<file path="src/rtl/mlp_seq_pow2_pkg.sv">
// Shared constants for mlp_seq_pow2: sizes, weight-code type, FSM encodings,
// the constant weight/bias tables and the hidden-layer quantiser.
package mlp_seq_pow2_pkg;

  localparam int N_IN   = 8;
  localparam int IN_W   = 4;
  localparam int N_HID  = 3;
  localparam int N_OUT  = 3;
  localparam int HID_W  = 8;
  localparam int QSHIFT = 2;
  localparam int ACC_W  = 16;

  localparam int OP_W     = (IN_W > HID_W) ? IN_W : HID_W;
  localparam int TERM_W   = $clog2((N_IN > N_HID) ? N_IN : N_HID);
  localparam int NEUR_W   = $clog2((N_HID > N_OUT) ? N_HID : N_OUT);
  localparam int IN_IX_W  = $clog2(N_IN);
  localparam int HID_IX_W = $clog2(N_HID);
  localparam int CLS_W    = $clog2(N_OUT);
  localparam int FI_W     = $clog2(ACC_W);

  // Power-of-two weight: zero, or +/-(1 << shift).
  typedef struct packed {
    logic       zero;
    logic       neg;
    logic [3:0] shift;
  } w_code_t;

  localparam int W_CODE_BITS = $bits(w_code_t);

  localparam logic [1:0] S_IDLE = 2'd0;
  localparam logic [1:0] S_L0   = 2'd1;
  localparam logic [1:0] S_L1   = 2'd2;
  localparam logic [1:0] S_DONE = 2'd3;

  // Encode an integer weight (0 or +/-2^k) as a weight code.
  function automatic w_code_t wc(input int w);
    w_code_t c;
    int      m;
    c = '0;
    if (w == 0) begin
      c.zero = 1'b1;
    end else begin
      c.neg = (w < 0);
      m = (w < 0) ? -w : w;
      for (int k = 0; k < 16; k++) begin
        if (m == (1 << k)) c.shift = 4'(k);
      end
    end
    return c;
  endfunction

  localparam w_code_t W_ZERO = wc(0);

  localparam w_code_t W0 [N_HID][N_IN] = '{
    '{wc(0),   wc(0),   wc(0),   wc(0),   wc(0),  wc(0),   wc(0),   wc(0)},
    '{wc(64),  wc(-64), wc(64),  wc(64),  wc(64), wc(-16), wc(16),  wc(-16)},
    '{wc(-64), wc(8),   wc(-64), wc(-64), wc(64), wc(4),   wc(-64), wc(16)}
  };

  localparam logic [ACC_W-1:0] B0 [N_HID] = '{
    ACC_W'(-512), ACC_W'(-512), ACC_W'(512)
  };

  localparam w_code_t W1 [N_OUT][N_HID] = '{
    '{wc(0), wc(-64), wc(16)},
    '{wc(0), wc(4),   wc(32)},
    '{wc(0), wc(16),  wc(-32)}
  };

  localparam logic [ACC_W-1:0] B1 [N_OUT] = '{
    ACC_W'(2048), ACC_W'(-2048), ACC_W'(-2048)
  };

  // Saturating quantised ReLU for the hidden layer (acc is two's complement).
  function automatic logic [HID_W-1:0] quant(input logic [ACC_W-1:0] a);
    logic [ACC_W-1:0] v;
    v = a >> QSHIFT;  // only used when a is non-negative, so logical == arithmetic
    if (a[ACC_W-1])         return '0;
    if (|v[ACC_W-1:HID_W])  return '1;
    return v[HID_W-1:0];
  endfunction

endpackage

</file>
<file path="src/rtl/mlp_seq_pow2_mac.sv">
// pow2_mac: one shift-add MAC step. Next acc = acc_in +/- (operand << shift),
// or acc_in for a zero code. With FAULT_INJECT_EN defined, one result bit can
// be forced for fault-analysis campaigns.
module pow2_mac
  import mlp_seq_pow2_pkg::*;
(
  input  logic [W_CODE_BITS-1:0] code,
  input  logic [OP_W-1:0]        op,
  input  logic [ACC_W-1:0]       acc_in,
`ifdef FAULT_INJECT_EN
  input  logic                   fi_en,
  input  logic [FI_W-1:0]        fi_bit,
  input  logic                   fi_val,
`endif
  output logic [ACC_W-1:0]       acc_out
);

  w_code_t          c;
  logic [ACC_W-1:0] prod;

  assign c = w_code_t'(code);

  // Shift-add (wrapping) followed by the optional bit override.
  always_comb begin
    // NOTE: every combinational output gets a default first so no path leaves it unassigned (no latch).
    prod    = ACC_W'(op) << c.shift;
    acc_out = acc_in;
    if (!c.zero) acc_out = c.neg ? (acc_in - prod) : (acc_in + prod);
`ifdef FAULT_INJECT_EN
    if (fi_en && (int'(fi_bit) < ACC_W)) acc_out[fi_bit] = fi_val;
`endif
  end

endmodule

</file>
<file path="src/rtl/mlp_seq_pow2.sv">
// mlp_seq_pow2: folded two-layer power-of-two MLP classifier with a single
// shared MAC, valid/ready handshakes and running argmax.
// Optional feature: define FAULT_INJECT_EN to add fi_en/fi_bit/fi_val ports
// that force one accumulator bit on every accumulator write.
module mlp_seq_pow2
  import mlp_seq_pow2_pkg::*;
(
  input  logic                  clk,
  input  logic                  rst,
  input  logic                  in_valid,
  output logic                  in_ready,
  input  logic [N_IN*IN_W-1:0]  in_data,
`ifdef FAULT_INJECT_EN
  input  logic                  fi_en,
  input  logic [FI_W-1:0]       fi_bit,
  input  logic                  fi_val,
`endif
  output logic                  out_valid,
  input  logic                  out_ready,
  output logic [CLS_W-1:0]      out_class,
  output logic [ACC_W-2:0]      out_score
);

  logic [1:0]            state;
  logic [NEUR_W-1:0]     neuron;
  logic [TERM_W-1:0]     term;
  logic [ACC_W-1:0]      acc;
  logic [N_IN*IN_W-1:0]  sample;
  logic [HID_W-1:0]      hidden [N_HID];

  w_code_t               code_sel;
  logic [ACC_W-1:0]      bias_sel;
  logic [OP_W-1:0]       op_sel;
  logic                  last_term;
  logic                  last_neuron;
  logic [ACC_W-1:0]      acc_in;
  logic [ACC_W-1:0]      acc_next;
  logic [ACC_W-2:0]      score;

  assign in_ready  = (state == S_IDLE) && !rst;
  assign out_valid = (state == S_DONE);

  // Select weight, bias and operand for the current layer/neuron/term.
  always_comb begin
    code_sel    = W_ZERO;
    bias_sel    = '0;
    op_sel      = '0;
    last_term   = 1'b0;
    last_neuron = 1'b0;
    case (state)
      S_L0: begin
        code_sel    = W0[neuron[HID_IX_W-1:0]][term[IN_IX_W-1:0]];
        bias_sel    = B0[neuron[HID_IX_W-1:0]];
        op_sel      = OP_W'(sample[term*IN_W +: IN_W]);
        last_term   = (term == TERM_W'(N_IN - 1));
        last_neuron = (neuron == NEUR_W'(N_HID - 1));
      end
      S_L1: begin
        code_sel    = W1[neuron[CLS_W-1:0]][term[HID_IX_W-1:0]];
        bias_sel    = B1[neuron[CLS_W-1:0]];
        op_sel      = OP_W'(hidden[term[HID_IX_W-1:0]]);
        last_term   = (term == TERM_W'(N_HID - 1));
        last_neuron = (neuron == NEUR_W'(N_OUT - 1));
      end
      default: ;
    endcase
  end

  // First term of each neuron starts from the bias instead of the running sum.
  assign acc_in = (term == '0) ? bias_sel : acc;
  assign score  = acc_next[ACC_W-1] ? '0 : acc_next[ACC_W-2:0];

  pow2_mac u_mac (
    .code    (code_sel),
    .op      (op_sel),
    .acc_in  (acc_in),
`ifdef FAULT_INJECT_EN
    .fi_en   (fi_en),
    .fi_bit  (fi_bit),
    .fi_val  (fi_val),
`endif
    .acc_out (acc_next)
  );

  // Sequencer: accept sample, walk both layers term by term, hold result.
  always_ff @(posedge clk) begin
    if (rst) begin
      state     <= S_IDLE;
      neuron    <= '0;
      term      <= '0;
      acc       <= '0;
      sample    <= '0;
      out_class <= '0;
      out_score <= '0;
      // NOTE: the hidden register file is small and must read 0 after reset, so it is cleared element by element.
      for (int i = 0; i < N_HID; i++) hidden[i] <= '0;
    end else begin
      case (state)
        S_IDLE: begin
          if (in_valid) begin
            sample <= in_data;
            neuron <= '0;
            term   <= '0;
            state  <= S_L0;
          end
        end
        S_L0: begin
          acc <= acc_next;
          if (last_term) begin
            hidden[neuron[HID_IX_W-1:0]] <= quant(acc_next);
            term <= '0;
            if (last_neuron) begin
              neuron <= '0;
              state  <= S_L1;
            end else begin
              neuron <= neuron + 1'b1;
            end
          end else begin
            term <= term + 1'b1;
          end
        end
        S_L1: begin
          acc <= acc_next;
          if (last_term) begin
            // Strict compare keeps the lower index on ties.
            if ((neuron == '0) || (score > out_score)) begin
              out_class <= neuron[CLS_W-1:0];
              out_score <= score;
            end
            term <= '0;
            if (last_neuron) begin
              neuron <= '0;
              state  <= S_DONE;
            end else begin
              neuron <= neuron + 1'b1;
            end
          end else begin
            term <= term + 1'b1;
          end
        end
        default: begin
          if (out_ready) state <= S_IDLE;
        end
      endcase
    end
  end

endmodule

</file>
<file path="config.mk">
export PLATFORM = sky130hd
export DESIGN_NAME = mlp_seq_pow2
export DESIGN_NICKNAME = d
export VERILOG_FILES = /design/src/rtl/mlp_seq_pow2_pkg.sv /design/src/rtl/mlp_seq_pow2_mac.sv /design/src/rtl/mlp_seq_pow2.sv
export SDC_FILE = /design/constraint.sdc
export NUM_CORES = 1
export LEC_CHECK = 0
export ABC_AREA = 0
export BUFFER_PORTS_ARGS = -buffer_cell sky130_fd_sc_hd__buf_2
export CORE_MARGIN = 8
export CORE_UTILIZATION = 65
export CTS_CLUSTER_DIAMETER = 80
export DETAILED_ROUTE_END_ITERATION = 12
export GPL_TIMING_DRIVEN = 0
export PLACE_DENSITY = 0.84
export REMOVE_ABC_BUFFERS = 1
export SETUP_SLACK_MARGIN = 0.3
export SKIP_LAST_GASP = 1
export SLEW_MARGIN = 25
export SYNTH_ARGS = -nofsm -noshare
export SYNTH_HDL_FRONTEND = slang
export SYNTH_SLANG_ARGS = --single-unit
</file>
<file path="constraint.sdc">
create_clock -name clk -period 13.7 [get_ports clk]
set_input_delay 2.74 -clock clk [delete_from_list [all_inputs] [get_ports clk]]
set_output_delay 2.74 -clock clk [all_outputs]
set_load 0.01 [all_outputs]
</file>
# [Word-level counts from Yosys, hierarchy flattened]
# Memory sizes are Yosys's and may differ from the RTL's. A register that Yosys moved wholly into a read port is not among the register bits.
# Cells that the tools add are included.
[classes] n_addsub=4 order_cmp=4 eq_ne=12 shifts=2 muxes=68 n_bitwise=3 reduce_logical=16
[ops] operator="16-bit two-way mux" count=7
[ops] operator="48-bit binary-select mux with 2-bit select" count=1
[ops] operator="48-bit two-way mux" count=2
[ops] operator="16-bit binary-select mux with 2-bit select" count=2
[ops] operator="8-bit two-way mux" count=8
[ops] operator="18-bit binary-select mux with 2-bit select" count=1
[ops] operator="18-bit two-way mux" count=2
[ops] operator="16-bit case mux with 2 select lines" count=1
[ops] operator="32-bit by 6-bit variable part select with 4-bit output" count=1
[ops] operator="2-bit two-way mux" count=12
[ops] operator="6-bit two-way mux" count=4
[ops] operator="6-bit binary-select mux with 3-bit select" count=1
[ops] operator="1-bit two-way mux" count=17
[ops] operator="16-bit adder" count=1
[ops] operator="8-bit case mux with 2 select lines" count=1
[ops] operator="8-bit by 4-bit left shift with 16-bit output" count=1
[ops] operator="16-bit subtractor" count=1
[ops] operator="15-bit > comparator" count=1
[ops] operator="15-bit two-way mux" count=1
[ops] operator="6-bit binary-select mux with 2-bit select" count=1
[ops] operator="6-bit case mux with 2 select lines" count=1
[ops] operator="2-bit != test (second input constant)" count=5
[ops] operator="8-bit OR reduction" count=1
[ops] operator="2-bit equality test (second input constant)" count=3
[ops] operator="27 further kinds" count=33
[word_totals] register_bits=72 ram_bits=24 word_cells=117 memories=1
[mem_list] name="hidden" depth=3 width=8 read_ports=1 rd_ports_with_merged_regs=1 wr=3 line_no="mlp_seq_pow2.sv:29" source="logic [HID_W-1:0] hidden [N_HID];"

# [Depth between registers and ports, before layout]
# Gate-level depths: netlist (run 1).
[depth] ltp_word=26 ltp_mapped=43 depth_no_buf=35

# [Cells and area by module]
# Synthesis (run 1) repeated with hierarchy kept, for this count alone.
[unflattened] hier_cells=836 hier_area_um2=7288.2
[modules_own_cells] mod="mlp_seq_pow2" instances=1 cells_per_inst=585 area_per_inst_um2=5512.8 seq_area_each_um2=2442.3
[modules_own_cells] mod="pow2_mac" instances=1 cells_per_inst=251 area_per_inst_um2=1775.5 seq_area_each_um2=0.0

# [Worst setup path before layout (run 1)]
# Ideal clock, no wire load.
[synth_path] path_type="register to register" start="register neuron[0]" end="register out_score[3]" setup_time_ns=0.070 t_arrival_ns=7.916 t_required_ns=13.630 path_slack_ns=5.714 stages_incl_launch_ff=42 n_path_buf=6 cell_sequence="dfxtp_1 -> inv_1 -> ha_1 -> and4b_1 -> a31oi_2 -> mux2i_1 -> nor3_1 -> o21a_1 -> a21oi_1 -> and3_1 -> nand2_1 -> nand2_1 -> xnor2_1 -> ha_1 -> a21o_1 -> a21o_1 -> a21oi_1 -> nor2_1 -> [... 6 more ...] -> buf_6 -> buf_2 -> buf_2 -> nor2_1 -> ha_1 -> nor2b_1 -> o21a_1 -> o21a_1 -> o21a_1 -> o21a_1 -> o21a_1 -> o21a_1 -> o21ai_0 -> a31o_2 -> clkbuf_1 -> clkbuf_1 -> nand2_1 -> a21oi_1"
[synth_via] elab_chain_cells=16 word_cells_on_any_way=32
[synth_rtl] element="from (decl)" line_no="mlp_seq_pow2.sv:25" source="logic [NEUR_W-1:0] neuron;"
[synth_rtl] element="from (signal assigned)" line_no="mlp_seq_pow2.sv:116" source="neuron <= neuron + 1'b1;"
[synth_rtl] element="from (signal assigned)" line_no="mlp_seq_pow2.sv:135" source="neuron <= neuron + 1'b1;"
[synth_rtl] element="2-bit inverter with 3-bit output (not written as such) (*)"
[synth_rtl] element="48-bit binary-select mux with 2-bit select or 18-bit binary-select mux with 2-bit select (tied branches)" line_no="mlp_seq_pow2.sv:52, mlp_seq_pow2.sv:59"
[synth_rtl] element="48-bit two-way mux (not written as such) or 18-bit two-way mux (tied branches) (2 in series)" line_no="mlp_seq_pow2.sv:52, mlp_seq_pow2.sv:59"
[synth_rtl] element="6-bit binary-select mux with 3-bit select or 6-bit binary-select mux with 2-bit select (tied branches)" line_no="mlp_seq_pow2.sv:52, mlp_seq_pow2.sv:59"
[synth_rtl] element="6-bit two-way mux (on tied branches) (2 in series)" line_no="mlp_seq_pow2.sv:52, mlp_seq_pow2.sv:59"
[synth_rtl] element="6-bit case mux with 2 select lines" line_no="mlp_seq_pow2.sv:50" source="case (state)"
[synth_rtl] element="8-bit by 4-bit left shift with 16-bit output" line_no="mlp_seq_pow2_mac.sv:26" source="prod = ACC_W'(op) << c.shift;"
[synth_rtl] element="16-bit adder or 16-bit subtractor (tied branches)" line_no="mlp_seq_pow2_mac.sv:28" source="if (!c.zero) acc_out = c.neg ? (acc_in - prod) : (acc_in + prod);"
[synth_rtl] element="16-bit two-way mux" line_no="mlp_seq_pow2_mac.sv:28"
[synth_rtl] element="16-bit two-way mux (*)" line_no="mlp_seq_pow2_mac.sv:28"
[synth_rtl] element="15-bit two-way mux (*)" line_no="mlp_seq_pow2.sv:71" source="assign score = acc_next[ACC_W-1] ? '0 : acc_next[ACC_W-2:0];"
[synth_rtl] element="named net score[1]" line_no="mlp_seq_pow2.sv:38" source="logic [ACC_W-2:0] score;"
[synth_rtl] element="15-bit > comparator (*)" line_no="mlp_seq_pow2.sv:126" source="if ((neuron == '0) || (score > out_score)) begin"
[synth_rtl] element="1-bit logical OR (*)" line_no="mlp_seq_pow2.sv:126"
[synth_rtl] element="3-bit AND reduction (no source line) (*)"
[synth_rtl] element="to (signal assigned)" line_no="mlp_seq_pow2.sv:128" source="out_score <= score;"
[synth_rtl] element="to (decl)" line_no="mlp_seq_pow2.sv:21" source="output logic [ACC_W-2:0] out_score"
# Mark *: on every way through the listed nets, which the timed path passes. The rest lies on a longest branch. The select of a mux whose other input is x is not followed.
# A chain may end at the register's enable or synchronous reset.

# [Final worst setup path (run 1)]
[layout_path] start="register state[0]" end="register out_class[0]"
[layout_via] elab_chain_cells=10 word_cells_on_any_way=16
[layout_rtl] element="from (decl)" line_no="mlp_seq_pow2.sv:24" source="logic [1:0] state;"
[layout_rtl] element="from (signal assigned)" line_no="mlp_seq_pow2.sv:88" source="state <= S_IDLE;"
[layout_rtl] element="from (signal assigned)" line_no="mlp_seq_pow2.sv:104" source="state <= S_L0;"
[layout_rtl] element="from (signal assigned)" line_no="mlp_seq_pow2.sv:114" source="state <= S_L1;"
[layout_rtl] element="2-bit equality test or 2-bit by 1-bit equality test with 1-bit output (tied branches)" line_no="mlp_seq_pow2.sv:50"
[layout_rtl] element="8-bit case mux with 2 select lines, or another cell as far along" line_no="mlp_seq_pow2.sv:50"
[layout_rtl] element="8-bit by 4-bit left shift with 16-bit output or 16-bit two-way mux (tied branches)" line_no="mlp_seq_pow2_mac.sv:26, mlp_seq_pow2.sv:70"
[layout_rtl] element="16-bit adder or 16-bit subtractor (tied branches)" line_no="mlp_seq_pow2_mac.sv:28"
[layout_rtl] element="16-bit two-way mux" line_no="mlp_seq_pow2_mac.sv:28"
[layout_rtl] element="16-bit two-way mux (*)" line_no="mlp_seq_pow2_mac.sv:28"
[layout_rtl] element="15-bit two-way mux (*)" line_no="mlp_seq_pow2.sv:71"
[layout_rtl] element="named net score[1]" line_no="mlp_seq_pow2.sv:38"
[layout_rtl] element="15-bit > comparator (*)" line_no="mlp_seq_pow2.sv:126"
[layout_rtl] element="1-bit logical OR (*)" line_no="mlp_seq_pow2.sv:126"
[layout_rtl] element="3-bit AND reduction (no source line) (*)"
[layout_rtl] element="to (signal assigned)" line_no="mlp_seq_pow2.sv:127" source="out_class <= neuron[CLS_W-1:0];"
[layout_rtl] element="to (decl)" line_no="mlp_seq_pow2.sv:20" source="output logic [CLS_W-1:0] out_class,"
# Mark *: on every way through the listed nets, which the timed path passes. The rest lies on a longest branch.

==> results of run 1 <==
-- flip-flops by register name, indices dropped and copies added, names as in the netlist, named ones only --
register	count
neuron	2
sample	32
acc	16
out_score	15
out_class	2
hidden	32
state	2
term	3
-- through the flow --
stage	std cells	setup slack [ns]	hold WS [ns]	utilization, %	area, um2
6_report	1010	4.61	0.460	70.6	7580
5_1_grt	1010	4.08	0.485	70.6	7580
4_1_cts	1010	4.49	0.461	70.5	7570
3_5_place_dp	994	4.62	0.447	68.5	7360
3_3_place_gp	991	3.41	0.441	67.8	7280
2_1_floorplan	797	5.20	0.427	-	6840
-- area by class of cell --
class	count	area [um2]	area share, %
Inverter	40	150	1.98
Multi-Input combinational cell	651	4270	56.3
Sequential cell	106	2440	32.2
Timing Repair Buffer	57	335	4.42
Clock buffer	10	128	1.68
Clock inverter	6	82.6	1.09
Tap cell	140	175	2.31
-- routing by layer --
metal	vias to the layer above	track usage [%]	part of all wire (%)
met5	-	0	0
met4	0	11.2	3.7
met3	48	5.08	5.6
met2	224	41.2	48
met1	2963	28.9	43
li1	3054	-	-
-- logic make-up (layout without fill, tap and decap cells) --
| logic type | after synthesis | after routing | share of synthesized area (%) |
|---|---|---|---|
| mux | 33 | 33 | 7.54 |
| fa+ha+maj | 44 | 44 | 7.90 |
| xor+xnor | 23 | 23 | 2.85 |
| compound gates | 204 | 204 | 19.0 |
| buf+inv | 90 | 113 | 5.36 |
| flops | 106 | 106 | 34.6 |
| simple gates | 347 | 347 | 22.7 |
-- cells in the final DEF, fill, tap and decap left out, drive strengths merged, types with 10 or more instances in the layout --
master,synthesis,final
a211oi,17,17
mux2i,15,15
nor3,39,39
mux4,16,16
edfxtp,32,32
dfxtp,74,74
xor2,12,12
nor2b,10,10
o21a,11,11
ha,43,43
xnor2,11,11
o21ai,24,24
buf,14,57
clkbuf,36,10
a21o,10,10
a21oi,87,87
nand2,126,126
inv,40,43
and2,15,15
nor2,94,94
or3,18,18
-- final timing paths --
check	from	endpoint	slack, ns
max	state[0]	out_class[0]	4.61
min	sample[26]	sample[26]	0.46
max reg2reg	state[0]	out_class[0]	4.61
min reg2reg	sample[26]	sample[26]	0.46
-- critical path, delay by kind of cell, from the launching register on --
kind / cells / cell delay, ns
AO/OA/AOI/OAI: 16 / 3.92
XOR/XNOR: 1 / 0.19
adder cells (fa/ha/maj): 3 / 1.07
buffers and inverters: 1 / 0.10
flip-flops: 1 / 0.43
multiplexers: 2 / 0.71
AND/OR/NAND/NOR: 11 / 2.52
==> report_table.html, run 1 <==
<table>
<tr><th>Metric</th><th>Value</th></tr>
<tr><th colspan="2">Status</th></tr>
<tr><td>Result of the run</td><td>complete, no violations</td></tr>
<tr><th colspan="2">Clock tree</th></tr>
<tr><td>CTS Hold Buffers Added</td><td>0</td></tr>
<tr><td>CTS Root Buffer Type</td><td>clkbuf_8</td></tr>
<tr><td>Number of clock sinks</td><td>106</td></tr>
<tr><td>Skew-Pair Late Insertion Delay</td><td>0.40 ns</td></tr>
<tr><td>Maximum clock insertion buffer count</td><td>2</td></tr>
<tr><td>Number of instances resized during post-cts repair</td><td>0</td></tr>
<tr><td>Clock tree from TritonCTS</td><td>done</td></tr>
<tr><td>Count of buffers added by post-CTS timing repair for setup</td><td>0</td></tr>
<tr><td>CTS H-tree lvls</td><td>3</td></tr>
<tr><td>CTS Buf Count</td><td>9</td></tr>
<tr><td>Clock transition time at the flip-flop clock pins of the worst setup and hold paths</td><td>0.11 ns</td></tr>
<tr><th colspan="2">GRT</th></tr>
<tr><td>Combined global-route utilization of all metal layers</td><td>24.2%</td></tr>
<tr><td>Final global-route overflow total</td><td>0</td></tr>
<tr><td>Pin count of the biggest net entering global routing</td><td>76</td></tr>
<tr><td>Via count of the first global-routing pass</td><td>6,152</td></tr>
<tr><td>Global-route wire length before repair</td><td>28.7 mm</td></tr>
<tr><td>Number of antenna violations at the first check in global routing</td><td>0</td></tr>
<tr><th colspan="2">Timing</th></tr>
<tr><td>Largest clock skew in the final design</td><td>0.0135 ns</td></tr>
<tr><td>Number of slew-limit violations in the final report</td><td>0</td></tr>
<tr><td>Setup repair after global routing missed its margin</td><td>no</td></tr>
<tr><td>Rel. slew slack</td><td>33.7%</td></tr>
<tr><td>Maximum frequency from static timing analysis</td><td>110 MHz</td></tr>
<tr><td>Setup TNS after final layout</td><td>0 ns</td></tr>
<tr><td>Min Clock Period, post-route</td><td>9.09 ns</td></tr>
<tr><td>Number of hold violations in the final report</td><td>0</td></tr>
<tr><td>Total setup violations reported at the end of the flow</td><td>0</td></tr>
<tr><td>Final period util</td><td>66.4%</td></tr>
<tr><td>Measured slew at the worst slew-check pin</td><td>0.995 ns</td></tr>
<tr><th colspan="2">Die</th></tr>
<tr><td>Die ar.</td><td>14,500 um2</td></tr>
<tr><td>Total number of placement rows</td><td>38</td></tr>
<tr><td>Core Box Area</td><td>10,700 um2</td></tr>
<tr><td>Die height</td><td>120 um</td></tr>
<tr><td>Initial Util</td><td>65.8%</td></tr>
<tr><td>I/O pin count</td><td>55</td></tr>
<tr><td>Die outline width</td><td>120 um</td></tr>
<tr><th colspan="2">Placed design</th></tr>
<tr><td>Gpl congestion</td><td>0.878</td></tr>
<tr><td>Quantity of I/O buffers inserted on ports</td><td>54</td></tr>
<tr><td>Hpwl dp</td><td>12.9 mm</td></tr>
<tr><th colspan="2">Min path</th></tr>
<tr><td>Hold/Removal Path Class</td><td>reg2reg</td></tr>
<tr><td>Hold Path Depth</td><td>2</td></tr>
<tr><th colspan="2">Final layout</th></tr>
<tr><td>Layout area overhead</td><td>7.28%</td></tr>
<tr><td>Layout cell share with drive strength beyond 1</td><td>13.1%</td></tr>
<tr><td>Total number of nets in the final design</td><td>945</td></tr>
<tr><td>Fillers</td><td>871</td></tr>
<tr><td>Total inserted antenna cells</td><td>0</td></tr>
<tr><th colspan="2">Logic synthesis</th></tr>
<tr><td>Top area cells in the synthesized netlist</td><td>dfxtp_1 (21%), edfxtp_1 (14%), ha_1 (7.6%)</td></tr>
<tr><td>Largest area contributor in the synthesized netlist</td><td>dfxtp_1</td></tr>
<tr><td>Gate count of the mapped netlist</td><td>847</td></tr>
<tr><td>Synth Cell Area</td><td>7070 um2</td></tr>
<tr><td>EDFF count, synth</td><td>32</td></tr>
<tr><td>Commonest register cell after synthesis</td><td>dfxtp_1</td></tr>
<tr><td>Fraction of the yosys area taken by sequential cells</td><td>34.6%</td></tr>
<tr><td>Library cell with the highest instance count after synthesis</td><td>nand2_1</td></tr>
<tr><td>Count of distinct cell types in the synthesized netlist</td><td>73</td></tr>
<tr><td>Fraction of post-synthesis cell area in the top cell type by area</td><td>21.0%</td></tr>
<tr><td>Yosys synthesis warning count</td><td>0</td></tr>
<tr><td>Cell types with the highest counts after synthesis</td><td>nand2_1 (126), nor2_1 (94), a21oi_1 (85)</td></tr>
<tr><td>Syn Area/Cell</td><td>8.34 um2</td></tr>
<tr><td>Async SR Flop Fraction</td><td>0%</td></tr>
<tr><td>Number of flip-flops and latches in the synthesized netlist</td><td>106</td></tr>
<tr><th colspan="2">Setup path</th></tr>
<tr><td>Maximum fanout encountered on the critical timing path</td><td>32</td></tr>
<tr><td>Max stage delay cell, worst path</td><td>a31oi_2</td></tr>
<tr><td>Number of cells on the worst reg-to-reg path</td><td>34</td></tr>
<tr><td>Critical path required time</td><td>13.97 ns</td></tr>
<tr><td>CP endpoint kind</td><td>flip-flop</td></tr>
<tr><td>Startpoint kind of the worst setup timing path</td><td>flip-flop</td></tr>
<tr><td>Category of the critical setup timing path</td><td>reg2reg</td></tr>
<tr><td>CP most frequent cell</td><td>o21a_1</td></tr>
<tr><td>Arrival time worst endpoint</td><td>9.36 ns</td></tr>
<tr><td>Stage delay of the slowest cell on the critical path</td><td>0.58 ns</td></tr>
<tr><th colspan="2">Route</th></tr>
<tr><td>Count of routing violations after the opening detailed-route iteration</td><td>453</td></tr>
<tr><td>Via count normalized by instance count</td><td>6.23</td></tr>
<tr><td>Final WL</td><td>17.5 mm</td></tr>
<tr><td>Length of the first detailed-routing pass in iterations</td><td>5</td></tr>
<tr><td>Total DRC errors in the routed layout</td><td>0</td></tr>
<tr><td>Via count</td><td>6,289</td></tr>
<tr><td>Drt wl/cell</td><td>17.3 um</td></tr>
<tr><td>Remaining number of nets flagged by the antenna check after routing</td><td>0</td></tr>
<tr><th colspan="2">Flow run</th></tr>
<tr><td>Number of max-cap violations</td><td>0</td></tr>
</table>
Power of run 1 is not shown: default switching activity piles up to over one toggle a cycle in this logic, so the estimate is an artifact.
==> run 2: changes to the inputs <==
Settings changed: CORE_UTILIZATION 65 to 61, PLACE_DENSITY 0.84 to 0.8.
Clock period 13.7 ns to 9.4 ns, I/O delays scaled along.
==> run 2 against run 1 <==
Critical path depth is the same. First-iteration DRC count grew 18%. Sequential share of layout area shrank 0.46 points. Register-to-register slack lost 3.8 ns. Die area grew 5.7%. Non-clock buffer count is the same. Core utilization shrank 2.9 points. Fmax grew 5.9%. Hold slack lost 0.0057 ns. Largest cell class unchanged. Final cell count grew 0.30%. Via count shrank 0.11%. Sequential cell count is the same.
==> report_table.html, run 2 (synthesis results as in run 1) <==
<table>
<tr><th>Metric</th><th>Value</th></tr>
<tr><th colspan="2">GRT</th></tr>
<tr><td>Combined global-route utilization of all metal layers</td><td>23.6% (was 24.2%)</td></tr>
<tr><td>Via count of the first global-routing pass</td><td>5,954 (was 6,152)</td></tr>
<tr><td>Final global-route overflow total</td><td>0 (unchanged)</td></tr>
<tr><td>Global-route wire length before repair</td><td>28.6 mm (was 28.7 mm)</td></tr>
<tr><td>Number of antenna violations at the first check in global routing</td><td>0 (unchanged)</td></tr>
<tr><td>Pin count of the biggest net entering global routing</td><td>76 (unchanged)</td></tr>
<tr><th colspan="2">Route</th></tr>
<tr><td>Uppermost routed layer</td><td>met4 (unchanged)</td></tr>
<tr><td>Via count normalized by instance count</td><td>6.20 (was 6.23)</td></tr>
<tr><td>Final WL</td><td>17.6 mm (was 17.5 mm)</td></tr>
<tr><td>Count of routing violations after the opening detailed-route iteration</td><td>536 (was 453)</td></tr>
<tr><td>Routed length on met3</td><td>1.02 mm (was 986 um)</td></tr>
<tr><td>Length of routed met2 wiring</td><td>8.21 mm (was 8.36 mm)</td></tr>
<tr><td>Via count</td><td>6,282 (was 6,289)</td></tr>
<tr><td>Total DRC errors in the routed layout</td><td>0 (unchanged)</td></tr>
<tr><td>Length of the first detailed-routing pass in iterations</td><td>5 (unchanged)</td></tr>
<tr><td>Remaining number of nets flagged by the antenna check after routing</td><td>0 (unchanged)</td></tr>
<tr><td>Drt wl/cell</td><td>17.4 um (was 17.3 um)</td></tr>
<tr><td>Length of routed wiring on met1</td><td>7.83 mm (was 7.50 mm)</td></tr>
<tr><th colspan="2">Min path</th></tr>
<tr><td>Sink of the worst hold path</td><td>sample[11] (was sample[26])</td></tr>
<tr><td>HP Start</td><td>sample[11] (was sample[26])</td></tr>
<tr><td>Hold/Removal Path Class</td><td>reg2reg (unchanged)</td></tr>
<tr><td>Hold Path Depth</td><td>2 (unchanged)</td></tr>
<tr><th colspan="2">Flow run</th></tr>
<tr><td>Number of max-cap violations</td><td>0 (unchanged)</td></tr>
<tr><th colspan="2">Setup path</th></tr>
<tr><td>CP most frequent cell</td><td>o21a_1 (unchanged)</td></tr>
<tr><td>Number of cells on the worst reg-to-reg path</td><td>34 (unchanged)</td></tr>
<tr><td>R2r setup slk</td><td>0.81 ns (was 4.61 ns)</td></tr>
<tr><td>Critical path required time</td><td>9.61 ns (was 13.97 ns)</td></tr>
<tr><td>Startpoint kind of the worst setup timing path</td><td>flip-flop (unchanged)</td></tr>
<tr><td>Launching point of the worst reg2reg path</td><td>neuron[0] (was state[0])</td></tr>
<tr><td>Max stage delay cell, worst path</td><td>dfxtp_1 (was a31oi_2)</td></tr>
<tr><td>Maximum fanout encountered on the critical timing path</td><td>32 (unchanged)</td></tr>
<tr><td>Stage delay of the slowest cell on the critical path</td><td>0.51 ns (was 0.58 ns)</td></tr>
<tr><td>Destination of the worst register-to-register timing path</td><td>out_class[1] (was out_class[0])</td></tr>
<tr><td>Arrival time worst endpoint</td><td>8.80 ns (was 9.36 ns)</td></tr>
<tr><td>CP endpoint kind</td><td>flip-flop (unchanged)</td></tr>
<tr><td>Category of the critical setup timing path</td><td>reg2reg (unchanged)</td></tr>
<tr><th colspan="2">Final layout</th></tr>
<tr><td>Layout area overhead</td><td>8.82% (was 7.28%)</td></tr>
<tr><td>Area taken by flip-flops and latches</td><td>2440 um2 (unchanged)</td></tr>
<tr><td>Total number of nets in the final design</td><td>945 (unchanged)</td></tr>
<tr><td>Layout cell share with drive strength beyond 1</td><td>13.3% (was 13.1%)</td></tr>
<tr><td>Fillers</td><td>930 (was 871)</td></tr>
<tr><td>Most frequent cells in the layout</td><td>nand2_1 (126), nor2_1 (94), a21oi_1 (84), dfxtp_1 (74), buf_2 (53) (unchanged)</td></tr>
<tr><td>Most common library cell in the layout ignoring fill and taps</td><td>nand2_1 (unchanged)</td></tr>
<tr><td>Registers with the highest flip-flop counts</td><td>hidden x32, sample x32, acc x16 (unchanged)</td></tr>
<tr><td>Area of the multi-input gates</td><td>4300 um2 (was 4270 um2)</td></tr>
<tr><td>Non-Filler Cell Area, Final</td><td>7690 um2 (was 7580 um2)</td></tr>
<tr><td>Total inserted antenna cells</td><td>0 (unchanged)</td></tr>
<tr><th colspan="2">Die</th></tr>
<tr><td>Core Box Area</td><td>11,400 um2 (was 10,700 um2)</td></tr>
<tr><td>Die ar.</td><td>15,300 um2 (was 14,500 um2)</td></tr>
<tr><td>Initial Util</td><td>62.2% (was 65.8%)</td></tr>
<tr><td>I/O pin count</td><td>55 (unchanged)</td></tr>
<tr><td>Total number of placement rows</td><td>39 (was 38)</td></tr>
<tr><td>Die height</td><td>124 um (was 120 um)</td></tr>
<tr><td>Die outline width</td><td>124 um (was 120 um)</td></tr>
<tr><th colspan="2">Placed design</th></tr>
<tr><td>Quantity of I/O buffers inserted on ports</td><td>54 (unchanged)</td></tr>
<tr><td>Placement-stage cell area</td><td>7360 um2 (about the same)</td></tr>
<tr><td>Hpwl dp</td><td>12.7 mm (was 12.9 mm)</td></tr>
<tr><td>Gpl congestion</td><td>0.856 (was 0.878)</td></tr>
<tr><th colspan="2">Clock tree</th></tr>
<tr><td>CTS Buf Count</td><td>9 (unchanged)</td></tr>
<tr><td>Number of clock sinks</td><td>106 (unchanged)</td></tr>
<tr><td>Skew-Pair Late Insertion Delay</td><td>0.36 ns (was 0.40 ns)</td></tr>
<tr><td>Maximum clock insertion buffer count</td><td>2 (unchanged)</td></tr>
<tr><td>Clock transition time at the flip-flop clock pins of the worst setup and hold paths</td><td>0.08 ns (was 0.11 ns)</td></tr>
<tr><td>Clock tree from TritonCTS</td><td>done (unchanged)</td></tr>
<tr><td>CTS H-tree lvls</td><td>3 (unchanged)</td></tr>
<tr><td>CTS Root Buffer Type</td><td>clkbuf_16 (was clkbuf_8)</td></tr>
<tr><th colspan="2">Timing</th></tr>
<tr><td>Number of hold violations in the final report</td><td>0 (unchanged)</td></tr>
<tr><td>Final period util</td><td>91.3% (was 66.4%)</td></tr>
<tr><td>Min Clock Period, post-route</td><td>8.59 ns (was 9.09 ns)</td></tr>
<tr><td>Number of slew-limit violations in the final report</td><td>0 (unchanged)</td></tr>
<tr><td>Largest clock skew in the final design</td><td>0.0110 ns (was 0.0135 ns)</td></tr>
<tr><td>Total setup violations reported at the end of the flow</td><td>0 (unchanged)</td></tr>
<tr><td>Maximum frequency from static timing analysis</td><td>116 MHz (was 110 MHz)</td></tr>
<tr><td>Setup repair after global routing missed its margin</td><td>no (unchanged)</td></tr>
<tr><td>Measured slew at the worst slew-check pin</td><td>0.973 ns (was 0.995 ns)</td></tr>
<tr><td>Rel. slew slack</td><td>35.0% (was 33.7%)</td></tr>
<tr><th colspan="2">Status</th></tr>
<tr><td>Result of the run</td><td>complete, no violations (unchanged)</td></tr>
</table>
## run 2: layer usage
layer	GRT usage (%)	vias up
li1	-	3038
met1	30.4	2969
met2	38.1	240
met3	4.53	35
met4	9.93	0
met5	0	-
## run 2: metrics by stage
step	setup WS (ns)	cells	hold WS, ns	TNS (ns)	util (%)
after floorplan	0.905	797	0.427	0	-
after global placement	-0.958	994	0.440	-15.68	64.1
after detailed placement	0.377	997	0.446	0	64.8
after CTS	0.327	1013	0.457	0	67.3
after global routing	0.305	1013	0.475	0	67.6
final	0.814	1013	0.454	0	67.6
## run 2: worst max path at each step
| stage | startpoint | to | slack, ns | depth (start not counted) |
|---|---|---|---|---|
| finish | neuron[0] | out_class[1] | 0.81 | 34 |
| global route | neuron[0] | out_class[1] | 0.30 | 34 |
| CTS | state[0] | out_class[1] | 0.33 | 34 |
| detailed placement | state[0] | out_class[1] | 0.38 | 34 |
| global placement | state[0] | out_class[1] | -0.96 | 33 |
| floorplan | state[0] | out_class[0] | 0.90 | 33 |
## run 2: final cells by class
type | count | area share (%)
sequential | 106 | 31.8
clock buffer | 10 | 3.11
clock inverter | 6 | 0.618
inverter | 40 | 1.95
tap | 143 | 2.33
multi-input combinational | 651 | 55.9
timing repair buffer | 57 | 4.36
## run 2: critical path: cells and delay by family (launching register included)
kind / cells / cell delay, ns
AO/OA/AOI/OAI: 16 / 3.56
XOR/XNOR: 1 / 0.19
adder cells (fa/ha/maj): 3 / 1.00
buffers and inverters: 1 / 0.14
flip-flops: 1 / 0.51
multiplexers: 2 / 0.62
AND/OR/NAND/NOR: 11 / 2.37
## run 2: what timing repair did
item,4_1_cts,5_1_grt
resized for setup,0,4
buffers inserted,0,0
hold buffers,0,0
endpoints found under the setup margin,0,17
Power of run 2 is left out for the same reason.
==> run 3: changes to the inputs <==
Settings changed: BUFFER_PORTS_ARGS -buffer_cell sky130_fd_sc_hd__buf_2 to -buffer_cell sky130_fd_sc_hd__clkbuf_2.
==> run 3 against run 2 <==
Die area did not move. Hold slack barely moved. Count of clock-buffer cells in the layout fell by 1. First-iteration DRC count fell by 17%. Final area rose by 0.86%.
==> report_table.html, run 3 (synthesis results as in run 1) <==
<table>
<tr><th>Metric</th><th>Value</th></tr>
<tr><th colspan="2">Clock tree</th></tr>
<tr><td>Skew-Pair Late Insertion Delay</td><td>0.35 ns (was 0.36 ns)</td></tr>
<tr><td>Clock transition time at the flip-flop clock pins of the worst setup and hold paths</td><td>0.08 ns (about the same)</td></tr>
<tr><td>Maximum clock insertion buffer count</td><td>2 (unchanged)</td></tr>
<tr><td>Count of buffers added by post-CTS timing repair for setup</td><td>0 (unchanged)</td></tr>
<tr><td>CTS Root Buffer Type</td><td>clkbuf_16 (unchanged)</td></tr>
<tr><td>Number of instances resized during post-cts repair</td><td>0 (unchanged)</td></tr>
<tr><td>CTS Buf Count</td><td>9 (unchanged)</td></tr>
<tr><td>Clock tree from TritonCTS</td><td>done (unchanged)</td></tr>
<tr><td>Number of clock sinks</td><td>106 (unchanged)</td></tr>
<tr><td>CTS H-tree lvls</td><td>3 (unchanged)</td></tr>
<tr><td>CTS Hold Buffers Added</td><td>0 (unchanged)</td></tr>
<tr><th colspan="2">Timing</th></tr>
<tr><td>Measured slew at the worst slew-check pin</td><td>0.983 ns (was 0.973 ns)</td></tr>
<tr><td>Largest clock skew in the final design</td><td>0.00757 ns (was 0.0110 ns)</td></tr>
<tr><td>Rel. slew slack</td><td>34.3% (was 35.0%)</td></tr>
<tr><td>Setup TNS after final layout</td><td>0 ns (unchanged)</td></tr>
<tr><td>Total setup violations reported at the end of the flow</td><td>0 (unchanged)</td></tr>
<tr><td>Number of hold violations in the final report</td><td>0 (unchanged)</td></tr>
<tr><td>Number of slew-limit violations in the final report</td><td>0 (unchanged)</td></tr>
<tr><td>Final period util</td><td>91.0% (was 91.3%)</td></tr>
<tr><td>Setup repair after global routing missed its margin</td><td>no (unchanged)</td></tr>
<tr><td>Maximum frequency from static timing analysis</td><td>117 MHz (was 116 MHz)</td></tr>
<tr><td>Min Clock Period, post-route</td><td>8.55 ns (was 8.59 ns)</td></tr>
<tr><th colspan="2">Setup path</th></tr>
<tr><td>Stage delay of the slowest cell on the critical path</td><td>0.67 ns (was 0.51 ns)</td></tr>
<tr><td>Category of the critical setup timing path</td><td>reg2reg (unchanged)</td></tr>
<tr><td>Max stage delay cell, worst path</td><td>ha_2 (was dfxtp_1)</td></tr>
<tr><td>CP most frequent cell</td><td>o21a_1 (unchanged)</td></tr>
<tr><td>Startpoint kind of the worst setup timing path</td><td>flip-flop (unchanged)</td></tr>
<tr><td>Number of buffers and inverters on the critical path</td><td>3 (was 1)</td></tr>
<tr><td>Critical path required time</td><td>9.64 ns (was 9.61 ns)</td></tr>
<tr><td>Top delay family on crit path</td><td>compound AO/OA/AOI/OAI gates (unchanged)</td></tr>
<tr><td>Arrival time worst endpoint</td><td>8.79 ns (was 8.80 ns)</td></tr>
<tr><td>Maximum fanout encountered on the critical timing path</td><td>32 (unchanged)</td></tr>
<tr><td>CP endpoint kind</td><td>flip-flop (unchanged)</td></tr>
<tr><th colspan="2">Route</th></tr>
<tr><td>Remaining number of nets flagged by the antenna check after routing</td><td>0 (unchanged)</td></tr>
<tr><td>Via count normalized by instance count</td><td>6.13 (was 6.20)</td></tr>
<tr><td>Count of routing violations after the opening detailed-route iteration</td><td>443 (was 536)</td></tr>
<tr><td>Length of the first detailed-routing pass in iterations</td><td>5 (unchanged)</td></tr>
<tr><td>Total DRC errors in the routed layout</td><td>0 (unchanged)</td></tr>
<tr><td>Final WL</td><td>17.4 mm (was 17.6 mm)</td></tr>
<tr><td>Drt wl/cell</td><td>17.2 um (was 17.4 um)</td></tr>
<tr><td>Via count</td><td>6,211 (was 6,282)</td></tr>
<tr><th colspan="2">Final layout</th></tr>
<tr><td>Registers with the highest flip-flop counts</td><td>hidden x32, sample x32, acc x16 (unchanged)</td></tr>
<tr><td>Layout area overhead</td><td>9.75% (was 8.82%)</td></tr>
<tr><td>Layout cell share with drive strength beyond 1</td><td>13.5% (was 13.3%)</td></tr>
<tr><td>Most frequent cells in the layout</td><td>nand2_1 (126), nor2_1 (94), a21oi_1 (84), dfxtp_1 (74), clkbuf_2 (53) (was nand2_1 (126), nor2_1 (94), a21oi_1 (84), dfxtp_1 (74), buf_2 (53))</td></tr>
<tr><td>Area taken by flip-flops and latches</td><td>2440 um2 (unchanged)</td></tr>
<tr><td>Total number of nets in the final design</td><td>946 (was 945)</td></tr>
<tr><td>Fillers</td><td>903 (was 930)</td></tr>
<tr><td>Total inserted antenna cells</td><td>0 (unchanged)</td></tr>
<tr><td>Most common library cell in the layout ignoring fill and taps</td><td>nand2_1 (unchanged)</td></tr>
<tr><td>Area of the multi-input gates</td><td>4290 um2 (was 4300 um2)</td></tr>
<tr><th colspan="2">GRT</th></tr>
<tr><td>Via count of the first global-routing pass</td><td>5,941 (was 5,954)</td></tr>
<tr><td>Pin count of the biggest net entering global routing</td><td>64 (was 76)</td></tr>
<tr><td>Combined global-route utilization of all metal layers</td><td>23.1% (was 23.6%)</td></tr>
<tr><td>Number of antenna violations at the first check in global routing</td><td>0 (unchanged)</td></tr>
<tr><td>Final global-route overflow total</td><td>0 (unchanged)</td></tr>
<tr><td>Global-route wire length before repair</td><td>28.4 mm (was 28.6 mm)</td></tr>
<tr><th colspan="2">Min path</th></tr>
<tr><td>Hold/Removal Path Class</td><td>reg2reg (unchanged)</td></tr>
<tr><th colspan="2">Die</th></tr>
<tr><td>Core Box Area</td><td>11,400 um2 (unchanged)</td></tr>
<tr><td>I/O pin count</td><td>55 (unchanged)</td></tr>
<tr><td>Total number of placement rows</td><td>39 (unchanged)</td></tr>
<tr><td>Initial Util</td><td>62.2% (unchanged)</td></tr>
<tr><td>Die outline width</td><td>124 um (unchanged)</td></tr>
<tr><td>Die height</td><td>124 um (unchanged)</td></tr>
<tr><td>Die ar.</td><td>15,300 um2 (unchanged)</td></tr>
<tr><th colspan="2">Flow run</th></tr>
<tr><td>Number of max-cap violations</td><td>0 (unchanged)</td></tr>
<tr><th colspan="2">Placed design</th></tr>
<tr><td>Gpl congestion</td><td>0.848 (was 0.856)</td></tr>
<tr><td>Hpwl dp</td><td>12.9 mm (was 12.7 mm)</td></tr>
<tr><td>Quantity of I/O buffers inserted on ports</td><td>54 (unchanged)</td></tr>
<tr><th colspan="2">Status</th></tr>
<tr><td>Result of the run</td><td>complete, no violations (unchanged)</td></tr>
</table>
-- run 3: changes by cell type in the layout (fill, tap and decap cells not counted), moves of 2 or more --
cell and change:
buf_2 -53, clkbuf_2 +53, bufinv_16 +2, inv_6 -2
inv_8 +2
-- run 3: cell type report --
type	instances	share of cell area [%]
multi-input cells	651	55.3
clock inverters	7	1.39
well taps	143	2.31
flip-flops and latches	106	31.5
repair buffers	58	4.68
clock buffers	9	2.90
inverters	40	1.94
-- run 3: worst min-delay path: cells and delay by family, from the launching register on --
kind | cells | cell delay (ns)
DFF | 1 | 0.31
and+or+nand+nor | 1 | 0.05
AOI/OAI and AO/OA | 1 | 0.05
-- run 3: stage by stage --
stage | util, % | hold slack [ns] | worst slack [ns] | std cells | area, um2
floorplan | - | 0.427 | 0.905 | 797 | 6840
global placement | 64.1 | 0.440 | -0.985 | 994 | 7290
detailed placement | 65.0 | 0.446 | 0.349 | 998 | 7390
CTS | 67.9 | 0.457 | 0.312 | 1014 | 7720
global route | 68.2 | 0.475 | 0.302 | 1014 | 7760
finish | 68.2 | 0.454 | 0.849 | 1014 | 7760
-- run 3: metal layers --
layer	GRT usage, %	part of all wire (%)	up-vias
met3	5.12	5.4	23
met4	6.32	1.9	0
met2	38.9	48	203
li1	-	-	3059
met5	0	0	-
met1	29.3	44	2926
-- run 3: worst paths after layout --
path / start / endpoint / slack, ns / cells after the start
worst max-delay path: state[0] / out_class[1] / 0.85 / 34
worst min-delay path: sample[28] / sample[28] / 0.45 / 2
worst max register to register: state[0] / out_class[1] / 0.85 / 34
worst min register to register: sample[28] / sample[28] / 0.45 / 2
Power of run 3 is left out for the same reason.
